File: src/rtl/tdm_demux1b1to4.sv
// tdm_demux1b1to4: receive end of a 1-bit 4-slot TDM link.
// Tracks the slot index against a frame sync and presents completed frames as a..d.
module tdm_demux1b1to4 #(
    parameter bit RESYNC     = 1'b1,
    parameter int MISS_LIMIT = 2
) (
    input  logic       clk,
    input  logic       rst,
    input  logic       en,
    input  logic       sync,
    input  logic       din,
    output logic       a,
    output logic       b,
    output logic       c,
    output logic       d,
    output logic [1:0] slot,
    output logic       locked,
    output logic       frame_valid,
    output logic       sync_err
);
    typedef enum logic {HUNT, LOCKED} state_t;
    state_t     r_state, w_state_nx;
    logic [1:0] r_slot, w_slot_nx;
    logic [2:0] r_h, w_h_nx;
    logic [3:0] r_miss, w_miss_nx, w_miss_inc;
    logic [3:0] r_out, w_out_nx;
    logic       r_fv, w_fv_nx, r_se, w_se_nx;
    assign w_miss_inc = r_miss + 4'd1;
    always_comb begin
        w_state_nx = r_state;
        w_slot_nx  = r_slot;
        w_h_nx     = r_h;
        w_miss_nx  = r_miss;
        w_out_nx   = r_out;
        w_fv_nx    = 1'b0;
        w_se_nx    = 1'b0;
        if (en) begin
            if (r_state == HUNT) begin
                if (sync) begin
                    w_h_nx[0]  = din;
                    w_slot_nx  = 2'd1;
                    w_miss_nx  = 4'd0;
                    w_state_nx = LOCKED;
                end
            end else if (r_slot == 2'd0) begin
                if (sync) begin
                    w_h_nx[0] = din;
                    w_slot_nx = 2'd1;
                    w_miss_nx = 4'd0;
                end else begin
                    w_se_nx   = 1'b1;
                    w_miss_nx = w_miss_inc;
                    // Too many consecutive misses: drop the sample and hunt again
                    if (w_miss_inc == 4'(MISS_LIMIT)) begin
                        w_state_nx = HUNT;
                        w_slot_nx  = 2'd0;
                    end else begin
                        w_h_nx[0] = din;
                        w_slot_nx = 2'd1;
                    end
                end
            end else if (sync && RESYNC) begin
                w_se_nx   = 1'b1;
                w_h_nx[0] = din;
                w_slot_nx = 2'd1;
                w_miss_nx = 4'd0;
            end else begin
                w_se_nx = sync;
                if (r_slot == 2'd3) begin
                    w_out_nx  = {r_h[0], r_h[1], r_h[2], din};
                    w_fv_nx   = 1'b1;
                    w_slot_nx = 2'd0;
                end else begin
                    w_h_nx[r_slot] = din;
                    w_slot_nx      = r_slot + 2'd1;
                end
            end
        end
    end
    always_ff @(posedge clk) begin
        if (rst) begin
            r_state <= HUNT;
            r_slot  <= 2'd0;
            r_h     <= 3'd0;
            r_miss  <= 4'd0;
            r_out   <= 4'd0;
            r_fv    <= 1'b0;
            r_se    <= 1'b0;
        end else begin
            r_state <= w_state_nx;
            r_slot  <= w_slot_nx;
            r_h     <= w_h_nx;
            r_miss  <= w_miss_nx;
            r_out   <= w_out_nx;
            r_fv    <= w_fv_nx;
            r_se    <= w_se_nx;
        end
    end
    assign {a, b, c, d} = r_out;
    assign slot        = r_slot;
    assign locked      = (r_state == LOCKED);
    assign frame_valid = r_fv;
    assign sync_err    = r_se;
endmodule

File: config.mk
export PLATFORM = sky130hd
export DESIGN_NAME = tdm_demux1b1to4
export DESIGN_NICKNAME = d
export VERILOG_FILES = /design/src/rtl/tdm_demux1b1to4.sv
export SDC_FILE = /design/constraint.sdc
export NUM_CORES = 1
export LEC_CHECK = 0
export CORE_MARGIN = 5
export CORE_UTILIZATION = 53
export DETAILED_ROUTE_END_ITERATION = 12
export DONT_BUFFER_PORTS = 1
export GPL_ROUTABILITY_DRIVEN = 0
export MAX_ROUTING_LAYER = met4
export PLACE_DENSITY = 0.68
export SLEW_MARGIN = 30
export SYNTH_ARGS = -nofsm -noshare
export SYNTH_HDL_FRONTEND = slang
export SYNTH_SLANG_ARGS = --single-unit
export TNS_END_PERCENT = 5
File: constraint.sdc
create_clock -name clk -period 2.1 [get_ports clk]
set_input_delay 0.42 -clock clk [delete_from_list [all_inputs] [get_ports clk]]
set_output_delay 0.42 -clock clk [all_outputs]
set_load 0.01 [all_outputs]
; ---- Yosys cells after proc, flatten, opt, wreduce, memory -nomap -nowiden
; Index checks and enable logic that the tools add are counted.
[op_classes]
n_eq_ne = 4
magnitude_cmp = 2
muxes = 29
add_sub_neg = 2
n_reduce_logical = 9
bitwise_logic = 5
[ops]
columns = op, count
row1 = $mux 1, 18
row2 = $mux 4, 4
row3 = $mux 2, 5
row4 = $reduce_and 5->1, 2
row5 = $ne 3x3->1 const B, 2
row6 = $not 1->1, 5
row7 = $reduce_or 5->1, 1
row8 = $add 4x1->4 const B, 1
row9 = $eq 4x2->1 const B, 1
row10 = $reduce_and 4->1, 1
row11 = $bwmux 3, 1
row12 = $lt 2x3->1 const B, 1
row13 = $reduce_or 3->1, 1
row14 = $add 2x1->2 const B, 1
row15 = $demux 1 s2, 1
row16 = $eq 2x2->1 const B, 1
row17 = $ge 2x1->1 const B, 1
row18 = $logic_not 2->1, 1
row19 = $reduce_and 2->1, 1
row20 = $reduce_bool 2->1, 1
row21 = $logic_and 1x1->1, 1
[word_totals]
out_inout_bits = 9
wordCells = 59
register_bits = 16
input_bits = 5

; ---- Longest topological paths before layout
; Gate-level depths: netlist (run 1).
[depth]
depth_word = 9
ltp_mapped = 8
ltp_nobuf = 8

; ---- Worst setup path after synthesis (run 1)
; No wires, ideal clock.
[synth_path]
path_kind = register -> register
start = register r_slot[0], in the netlist slot[0]
end = register r_out[1]
n_path_buf = 0
path_stages_with_launch = 8
t_arrival_ns = 1.454
required_ns = 1.971
setup_ns = 0.129
setup_slack_ns = 0.517
synth_period_minus_slack_ns = 1.583
path_cell_list = dfxtp_1 -> inv_1 -> ha_1 -> inv_1 -> ha_1 -> nand4_1 -> mux2i_1 -> nor2_1
[synth_between]
elab_chain_cells = 3
word_cells_on_any_way = 4
cone_classes = eq/ne: 1 / bitwise: 1 / reduce/logical: 2
[synth_rtl]
columns = item, line
row1 = "start, declared", 23  ; logic [1:0] r_slot, w_slot_nx;
row2 = "start signal, assigned", 91  ; r_slot <= w_slot_nx;
row3 = $logic_not 2->1, 45  ; end else if (r_slot == 2'd0) begin
row4 = $not 1->1 (no source line), n/a
row5 = $reduce_and 5->1 (no source line) *, n/a
row6 = "end signal, assigned", 94  ; r_out <= w_out_nx;
row7 = "end, declared", 26  ; logic [3:0] r_out, w_out_nx;
; Mark *: on every way between the ends. The rest lies on a longest branch, timed or not.
; A chain may end at the register's enable or synchronous reset.

; ---- Final worst setup path (run 1)
[layout_path]
start = register r_slot[0], in the netlist slot[0]
end = register r_out[3]
; Same word-level chain as after synthesis.

==> qor.yml, run 1 <==
cts_resized: 0
finalNetCount: 103
period_minus_slack_ns: 1.78
overflow: 0
min_path_cells: 1
fmax_ghz: 0.561
globalRouteMet3Util_pct: 4.59
power_frac_comb_pct: 7.6
netlist.area_leader.share_pct: 39.6
dieArea_um2: 2410
syn_nets: 99
status: "complete, no violations"
worstPathRequired_ns: 2.28
met2_usage_pct: 21.7
timing.rr.end: "r_out[3]"
cts_hold_buf: 0
hold_path_end: "locked"
routed_wl_mm: 1.48
cp-end-kind: "flip-flop"
clk_pin_slew_ns: 0.10
die_h_um: 49.1
cts_setup_buffers: 0
syn2layout_area_growth_pct: 6.97
yosysMostFrequentCell: "dfxtp_1"
p_seq_share_pct: 56.5
multi_input_area_um2: 454
synth.area.top_cells: "dfxtp_1 (40%), ha_1 (12%), mux2i_1 (7.4%), nor2_1 (6.0%), a311oi_2 (3.7%)"
grt_max_degree: 12
crit_slowest_cell: "dfxtp_1"
pin_count: 14
async_flop_share_pct: 0
top_usage_layer: "met2"
crit_type: "reg2reg"
slowest_delay_ns: 0.44
cp_cell_sequence: "inv_1, ha_1, inv_1, ha_1, nand4_1, mux2i_1, nor2_1"
post_drt_wl_per_cell_um: 14.1
hold_class: "in2reg"
cts_max_level: 1
grt_use_met1_pct: 17.6
dp_hpwl_mm: 1.19
drcViolationCount: 0
ant_nets: 0
vias_per_cell: 5.81
place_ws_ns: 0.358
arrival_ns: 1.96
powerDensity_nw_per_um2: 651
final.period_utilization_pct: 84.9
drive_above_1_share_pct: 8.99
worst-slew-pin-transition_ns: 0.331
core_um2: 1470
dr.pass1.iters: 4
cts_tree: "built"
min-delay-start: "rst"
r2r_cells: 7
fp-row-count: 14
cts_max_path_buffers: 2
p_sw_share_pct: 23.0
clock_sinks: 16
finish.utilization_pct: 58.8
synthDistinctLibCells: 28
slew_headroom_pct: 77.7
p_leak_nw: 0.391
rsz0062_at_grt: "no"
synth-edff-count: 0
die_w_um: 49.1
drt-initial-drc-count: 22
slew_violations: 0
grt_pass1_vias: 565
grt_usage_pct: 14.5
clock_latency_ns: 0.28
r2r_start: "slot[0]"
diodes: 0
antenna_found_initial: 0
grt_pass1_wl_mm: 2.68
synth_cells: 86
syn_area_per_cell_um2: 9.40
skew_ns: 0.00863
max-vdd-ir-drop_uv: 302
final-hold-violation-count: 0
drv_cap: 0
ys_seq_area_share_pct: 39.6
yosysWarnings: 0
initial_core_util_pct: 54.9
synth-main-ff-cell: "dfxtp_1"
p_int_w: 0.000434
worstSetupStartpointType: "flip-flop"
fin_tns_setup_ns: 0
synth_area_leader_cell: "dfxtp_1"
clockPowerShare_pct: 35.9
regToRegSetupSlack_ns: 0.32
p_sw_w: 0.000130
io_buffers: 0
ff_latch_area_um2: 320
worst-path-max-fanout: 7
layout_setup_ws_ns: 0.317
synth_common_cells: "dfxtp_1 (16), nor2_1 (13), ha_1 (8)"
synth-seq-cells: 16
setup_viol: 0
cts_inserted_buffers: 3
fillerInstances: 138
netlist_area_um2: 808
via_count: 610
cts-root-buf: "clkbuf_4"
==> final cells by class <==
cell class                      instances  share of cell area, %
Clock buffer                            4                   4.20
Multi-Input combinational cell         61                   52.5
Tap cell                               16                   2.32
Sequential cell                        16                   37.0
Timing Repair Buffer                    1                  0.868
Inverter                                7                   3.04
==> state kept, by name (all words and copies together), names as in the netlist <==
signal       cells
locked           1
frame_valid      1
slot             2
r_h              3
r_miss           4
r_out            4
sync_err         1
==> metrics by stage <==
stage	power, W	hold slack [ns]	area (um2)	cells
2_1_floorplan	0.000361	0.434	808	86
3_3_place_gp	0.000367	0.449	828	101
3_5_place_dp	0.000368	0.465	828	101
4_1_cts	0.000569	0.179	865	105
5_1_grt	0.000599	0.164	865	105
6_report	0.000563	0.188	865	105
==> worst max path at each step <==
| stage | slack [ns] | cells past startpoint | endpoint | start |
|---|---|---|---|---|
| 2_1_floorplan | 0.52 | 7 | r_out[1] | slot[0] |
| 3_3_place_gp | 0.41 | 7 | r_out[3] | slot[0] |
| 3_5_place_dp | 0.36 | 7 | r_out[1] | slot[0] |
| 4_1_cts | 0.32 | 7 | r_out[3] | slot[0] |
| 5_1_grt | 0.14 | 7 | r_out[3] | slot[0] |
| 6_report | 0.32 | 7 | r_out[3] | slot[0] |
==> layout by cell type (no fill, tap or decap), drive strengths merged, types with 2 or more instances in the layout <==
cell / netlist / final
inv: 7 / 7
dfxtp: 16 / 16
nor2: 13 / 13
ha: 8 / 8
nand2: 5 / 5
nand4: 2 / 2
a311oi: 2 / 2
clkbuf: 2 / 4
nand3: 2 / 2
nor3b: 2 / 2
a21oi: 4 / 4
xor2: 2 / 2
and3: 2 / 2
mux2i: 6 / 6
==> power groups by stage <==
stage / sequential [W] / clock, W / combinational [W]
CTS: 0.000318 / 0.000208 / 0.0000430
global placement: 0.000325 / 0 / 0.0000418
finish: 0.000318 / 0.000202 / 0.0000428
floorplan: 0.000324 / 0 / 0.0000374
detailed placement: 0.000325 / 0 / 0.0000428
global route: 0.000320 / 0.000231 / 0.0000489
==> critical path, delay by kind of cell (launching register included) <==
| family | cells | cell delay, ns |
|---|---|---|
| buf+inv | 2 | 0.23 |
| simple gates | 2 | 0.31 |
| mux | 1 | 0.23 |
| flops | 1 | 0.44 |
| fa+ha+maj | 2 | 0.47 |
==> logic make-up after synthesis <==
family                     synth area share [%]
and+or+nand+nor                            19.7
DFF                                        39.6
AOI/OAI and AO/OA                          13.5
buffers and inverters                      4.18
adders and majority gates                  12.4
muxes                                      7.43
xor gates and xnor gates                   3.25
==> metal layers <==
| layer | wire length (um) | share of wire [%] |
|---|---|---|
| met3 | 70 | 4.7 |
| met4 | 25 | 1.7 |
| met1 | 650 | 44 |
| met2 | 736 | 50 |
| met5 | 0 | 0 |
Note: power is estimated with default switching activity, not from simulation.
==> run 2, diff against run 1 <==
--- a/config.mk
+++ b/config.mk
@@ -11,7 +11,7 @@
 export DONT_BUFFER_PORTS = 1
 export GPL_ROUTABILITY_DRIVEN = 0
 export MAX_ROUTING_LAYER = met4
-export PLACE_DENSITY = 0.68
+export PLACE_DENSITY = 0.71
 export SLEW_MARGIN = 30
 export SYNTH_ARGS = -nofsm -noshare
 export SYNTH_HDL_FRONTEND = slang
==> constraint.sdc (replaced) <==
create_clock -name clk -period 1.6 [get_ports clk]
set_input_delay 0.32 -clock clk [delete_from_list [all_inputs] [get_ports clk]]
set_output_delay 0.32 -clock clk [all_outputs]
set_load 0.01 [all_outputs]
==> run 2 against run 1 <==
Compared with the run above: sequential share of layout area fell by 0.98 points; maximum frequency increased by 19%; count of clock-buffer cells in the layout stayed put; sequential cell count stayed put; power increased by 32%; non-clock buffer count rose by 2; die area is the same; clock power increased by 29%; highest routed layer unchanged.
==> qor.yml, run 2 (synthesis gave the netlist of run 1 again) <==
cp-end-kind: "flip-flop"
via_count: 604
vias_per_cell: 5.64
final.period_utilization_pct: 93.8
arrival_ns: 1.72
drive_above_1_share_pct: 17.6
fmax_ghz: 0.666
cp_cell_sequence: "ha_1, nor3_1, a41o_1, a311oi_2, mux2i_1"
power_frac_comb_pct: 9.3
grt_pass1_vias: 599
antenna_found_initial: 0
skew_ns: 0.00263
finalNetCount: 105
slew_violations: 0
fillerInstances: 128
fp-row-count: 14
total_power_w: 0.000745
drv_cap: 0
clock_sinks: 16
worstPathRequired_ns: 1.82
p_leak_nw: 0.401
cts_max_path_buffers: 2
ant_nets: 0
final_area_um2: 898
cts_max_level: 1
hold_class: "in2reg"
clk_pin_slew_ns: 0.09
crit_type: "reg2reg"
routed_wl_mm: 1.50
grt_pass1_wl_mm: 2.62
clock_latency_ns: 0.28
cts-root-buf: "clkbuf_4"
core_um2: 1470
period_minus_slack_ns: 1.50
initial_core_util_pct: 54.9
powerDensity_nw_per_um2: 829
rsz0062_at_grt: "no"
worstSetupStartpointType: "flip-flop"
pin_count: 14
clockPowerShare_pct: 34.9
most-common-layout-cells: "nor2_1 (13), dfxtp_1 (13), inv_1 (6), mux2i_1 (6), ha_1 (6)"
status: "complete, no violations"
cts_inserted_buffers: 3
grt_max_degree: 12
cts_tree: "built"
syn2layout_area_growth_pct: 11.1
worst-path-max-fanout: 6
placed_area_um2: 843
die_w_um: 49.1
overflow: 0
p_sw_w: 0.000167
io_buffers: 0
post_drt_wl_per_cell_um: 14.1
setup_viol: 0
drcViolationCount: 0
max-vdd-ir-drop_uv: 454
p_sw_share_pct: 22.4
layout_setup_ws_ns: 0.0994
crit_slowest_cell: "dfxtp_1"
grt_usage_pct: 13.8
slowest_delay_ns: 0.43
instances_no_fill: 107
dp_hpwl_mm: 1.12
cts_hold_buf: 0
p_seq_share_pct: 55.9
final-hold-violation-count: 0
slew_headroom_pct: 75.0
dieArea_um2: 2410
top_regs: "r_miss: 4 flops, r_out: 4 flops, r_h: 3 flops"
die_h_um: 49.1
dp.cells: 103
dr.pass1.iters: 4
fin_tns_setup_ns: 0
diodes: 0
worst-slew-pin-transition_ns: 0.372
p_int_w: 0.000578
drt-initial-drc-count: 9
cts_setup_buffers: 0
place_ws_ns: 0.0323
run 2: cell count changes in the layout (fill, tap and decap cells not counted), sizes merged:
cell | previous run | this run
buf | 1 | 3
run 2: what timing repair did:
action / 4_1_cts / 5_1_grt
endpoints found under the hold margin: 0 / 0
resized for setup: 0 / 7
endpoints found under the setup margin: 0 / 6
run 2: worst max-delay path, delay by kind of cell, from the launching register on:
kind | cells | cell delay (ns)
DFF | 1 | 0.43
AOI/OAI and AO/OA | 2 | 0.52
and+or+nand+nor | 1 | 0.06
adders and majority gates | 1 | 0.23
muxes | 1 | 0.20
run 2: layout make-up:
cell class	instances	area, um2	share of cell area (%)
clock buffer	4	36.3	4.04
inverter	7	26.3	2.92
multi-input combinational	61	469	52.2
sequential	16	324	36.1
tap	16	20.0	2.23
timing repair buffer	3	22.5	2.51
run 2: layer usage:
layer | GRT usage, % | up-vias | part of all wire (%)
met4 | 5.38 | 0 | 0.66
met2 | 22.4 | 8 | 48
li1 | - | 311 | -
met1 | 15.8 | 283 | 48
met3 | 3.98 | 2 | 3.9
met5 | - | - | 0
run 2: power by group through the flow:
stage | combinational, W | clock [W] | sequential (W)
finish | 0.0000689 | 0.000260 | 0.000416
global placement | 0.0000621 | 0 | 0.000424
global route | 0.0000771 | 0.000292 | 0.000418
detailed placement | 0.0000630 | 0 | 0.000425
CTS | 0.0000634 | 0.000267 | 0.000415
floorplan | 0.0000491 | 0 | 0.000425
run 2: path summary, 6_finish.rpt:
path | startpoint | endpoint | slack, ns | cells after the start
worst max-delay path | r_miss[1] | r_h[0] | 0.1 | 5
worst min-delay path | rst | locked | 0.1 | 1
worst max register to register | r_miss[1] | r_h[0] | 0.1 | 5
worst min register to register | r_h[0] | r_h[0] | 0.47 | 2
run 2: stage by stage:
stage | util, % | hold slack [ns]
finish | 61.1 | 0.0971
global route | 61.1 | 0.0741
CTS | 59.8 | 0.0880
detailed placement | 57.3 | 0.390
global placement | 57.3 | 0.389
floorplan | - | 0.434
==> run 3, diff against run 2 <==
--- a/config.mk
+++ b/config.mk
@@ -6,12 +6,12 @@
 export NUM_CORES = 1
 export LEC_CHECK = 0
 export CORE_MARGIN = 5
-export CORE_UTILIZATION = 53
+export CORE_UTILIZATION = 45
+export CTS_CLUSTER_SIZE = 16
 export DETAILED_ROUTE_END_ITERATION = 12
 export DONT_BUFFER_PORTS = 1
 export GPL_ROUTABILITY_DRIVEN = 0
 export MAX_ROUTING_LAYER = met4
-export PLACE_DENSITY = 0.71
 export SLEW_MARGIN = 30
 export SYNTH_ARGS = -nofsm -noshare
 export SYNTH_HDL_FRONTEND = slang
==> run 3 against run 2 <==
Compared with the run above: sequential power barely moved; count of clock-buffer cells in the layout is the same; die area increased by 14%; routed wire length is 7.3% higher; non-clock buffer count increased by 2; power rose by 1.2%; clock power up 2%; maximum frequency is 0.29% lower; via count up 2.6%; largest cell class unchanged; highest routed layer unchanged.
==> qor.yml, run 3 (synthesis gave the netlist of run 1 again) <==
cp-end-kind: "flip-flop"
cts_inserted_buffers: 3
vias_per_cell: 5.25
antenna_found_initial: 0
cts-root-buf: "clkbuf_4"
top_regs: "r_miss: 4 flops, r_out: 4 flops, r_h: 3 flops"
powerDensity_nw_per_um2: 818
drive_above_1_share_pct: 16.1
dr.pass1.iters: 3
fmax_ghz: 0.664
timing.rr.end: "r_h[0]"
most-common-layout-cells: "dfxtp_1 (14), nor2_1 (13), inv_1 (7), ha_1 (7), mux2i_1 (6)"
initial_core_util_pct: 46.8
instances_no_fill: 118
arrival_ns: 1.72
grt_pass1_wl_mm: 2.75
clock_latency_ns: 0.28
pin_count: 14
p_leak_nw: 0.411
cts_max_level: 1
worstSetupStartpointType: "flip-flop"
core_um2: 1730
final_area_um2: 921
finish.utilization_pct: 53.3
drt-initial-drc-count: 3
worstPathRequired_ns: 1.82
top_usage_layer: "met2"
die_w_um: 52.4
grt_usage_pct: 13.9
worst-path-max-fanout: 6
min_path_cells: 1
cts_max_path_buffers: 2
dp.cells: 113
r2r_start: "slot[0]"
min-delay-start: "rst"
final-hold-violation-count: 0
worst-slew-pin-transition_ns: 0.335
hold_class: "in2reg"
placed_area_um2: 862
routed_wl_mm: 1.61
hold_path_end: "locked"
dp_hpwl_mm: 1.22
slew_headroom_pct: 77.4
io_buffers: 0
period_minus_slack_ns: 1.50
post_drt_wl_per_cell_um: 13.7
grt_pass1_vias: 628
cts_tree: "built"
rsz0062_at_grt: "yes"
clk_pin_slew_ns: 0.10
diodes: 0
final.period_utilization_pct: 94.1
overflow: 0
r2r_cells: 7
grt_use_met1_pct: 17.6
total_power_w: 0.000753
die_h_um: 52.4
fp-row-count: 15
drv_cap: 0
crit_type: "reg2reg"
met2_usage_pct: 19.6
clock_sinks: 16
via_count: 620
regToRegSetupSlack_ns: 0.1
globalRouteMet3Util_pct: 4.56
fin_hold_ws_ns: 0.0890
slew_violations: 0
fillerInstances: 165
drcViolationCount: 0
grt_max_degree: 12
max-vdd-ir-drop_uv: 412
setup_viol: 0
ant_nets: 0
dieArea_um2: 2740
skew_ns: 0.00490
status: "complete, no violations"
syn2layout_area_growth_pct: 13.9
final_common_cell: "dfxtp_1"
finalNetCount: 107
run 3: cell count changes in the layout (fill, tap and decap cells not counted), sizes merged:
cell	previous run	this run
buf	3	5
run 3: cell type report:
class / instances / area [um2] / share of cell area (%)
Tap cell: 25 / 31.3 / 3.40
Inverter: 7 / 26.3 / 2.85
Clock buffer: 4 / 36.3 / 3.94
Sequential cell: 16 / 323 / 35.1
Multi-Input combinational cell: 61 / 467 / 50.7
Timing Repair Buffer: 5 / 37.5 / 4.08
run 3: worst max path at each step:
stage	from	end	slack (ns)	depth (start not counted)
2_1_floorplan	slot[0]	r_out[1]	0.02	7
3_3_place_gp	slot[1]	r_h[0]	0.08	7
3_5_place_dp	slot[0]	r_out[2]	0.01	7
4_1_cts	r_miss[0]	r_h[0]	0.003	5
5_1_grt	slot[1]	r_h[0]	-0.03	7
6_report	slot[0]	r_h[0]	0.1	7
run 3: metrics by stage:
step	setup slack [ns]	setup TNS, ns
finish	0.0951	0
global route	-0.0298	-0.0298
CTS	0.00257	0
detailed placement	0.0138	0
global placement	0.0767	0
floorplan	0.0171	0
run 3: worst max-delay path, cell delays in order, from the launching register on:
cell and delay [ns]:
dfxtp_1 0.32, inv_1 0.11, ha_4 0.18, inv_1 0.06, ha_1 0.19, o21a_1 0.13
a311oi_2 0.24, mux2i_1 0.21
run 3: routing by layer:
| layer | wire length, um | part of all wire (%) | vias to the layer above |
|---|---|---|---|
| met5 | 0 | 0 | - |
| li1 | - | - | 314 |
| met1 | 785 | 49 | 288 |
| met2 | 698 | 43 | 14 |
| met4 | 28 | 1.7 | 0 |
| met3 | 101 | 6.3 | 4 |
run 3: what timing repair did:
item / 4_1_cts / 5_1_grt
buffers inserted: 0 / 1
gates resized for setup: 1 / 3
hold buffers: 0 / 0
setup endpoints to repair: 1 / 6
pin swaps: 0 / 1
run 3: power by group:
part           switching (W)  internal [W]  total [W]  leakage (nW)
combinational      0.0000376     0.0000353  0.0000728         0.260
sequential        0.00000958      0.000406   0.000416         0.131
clock               0.000127      0.000138   0.000265        0.0210
total               0.000174      0.000580   0.000753         0.411
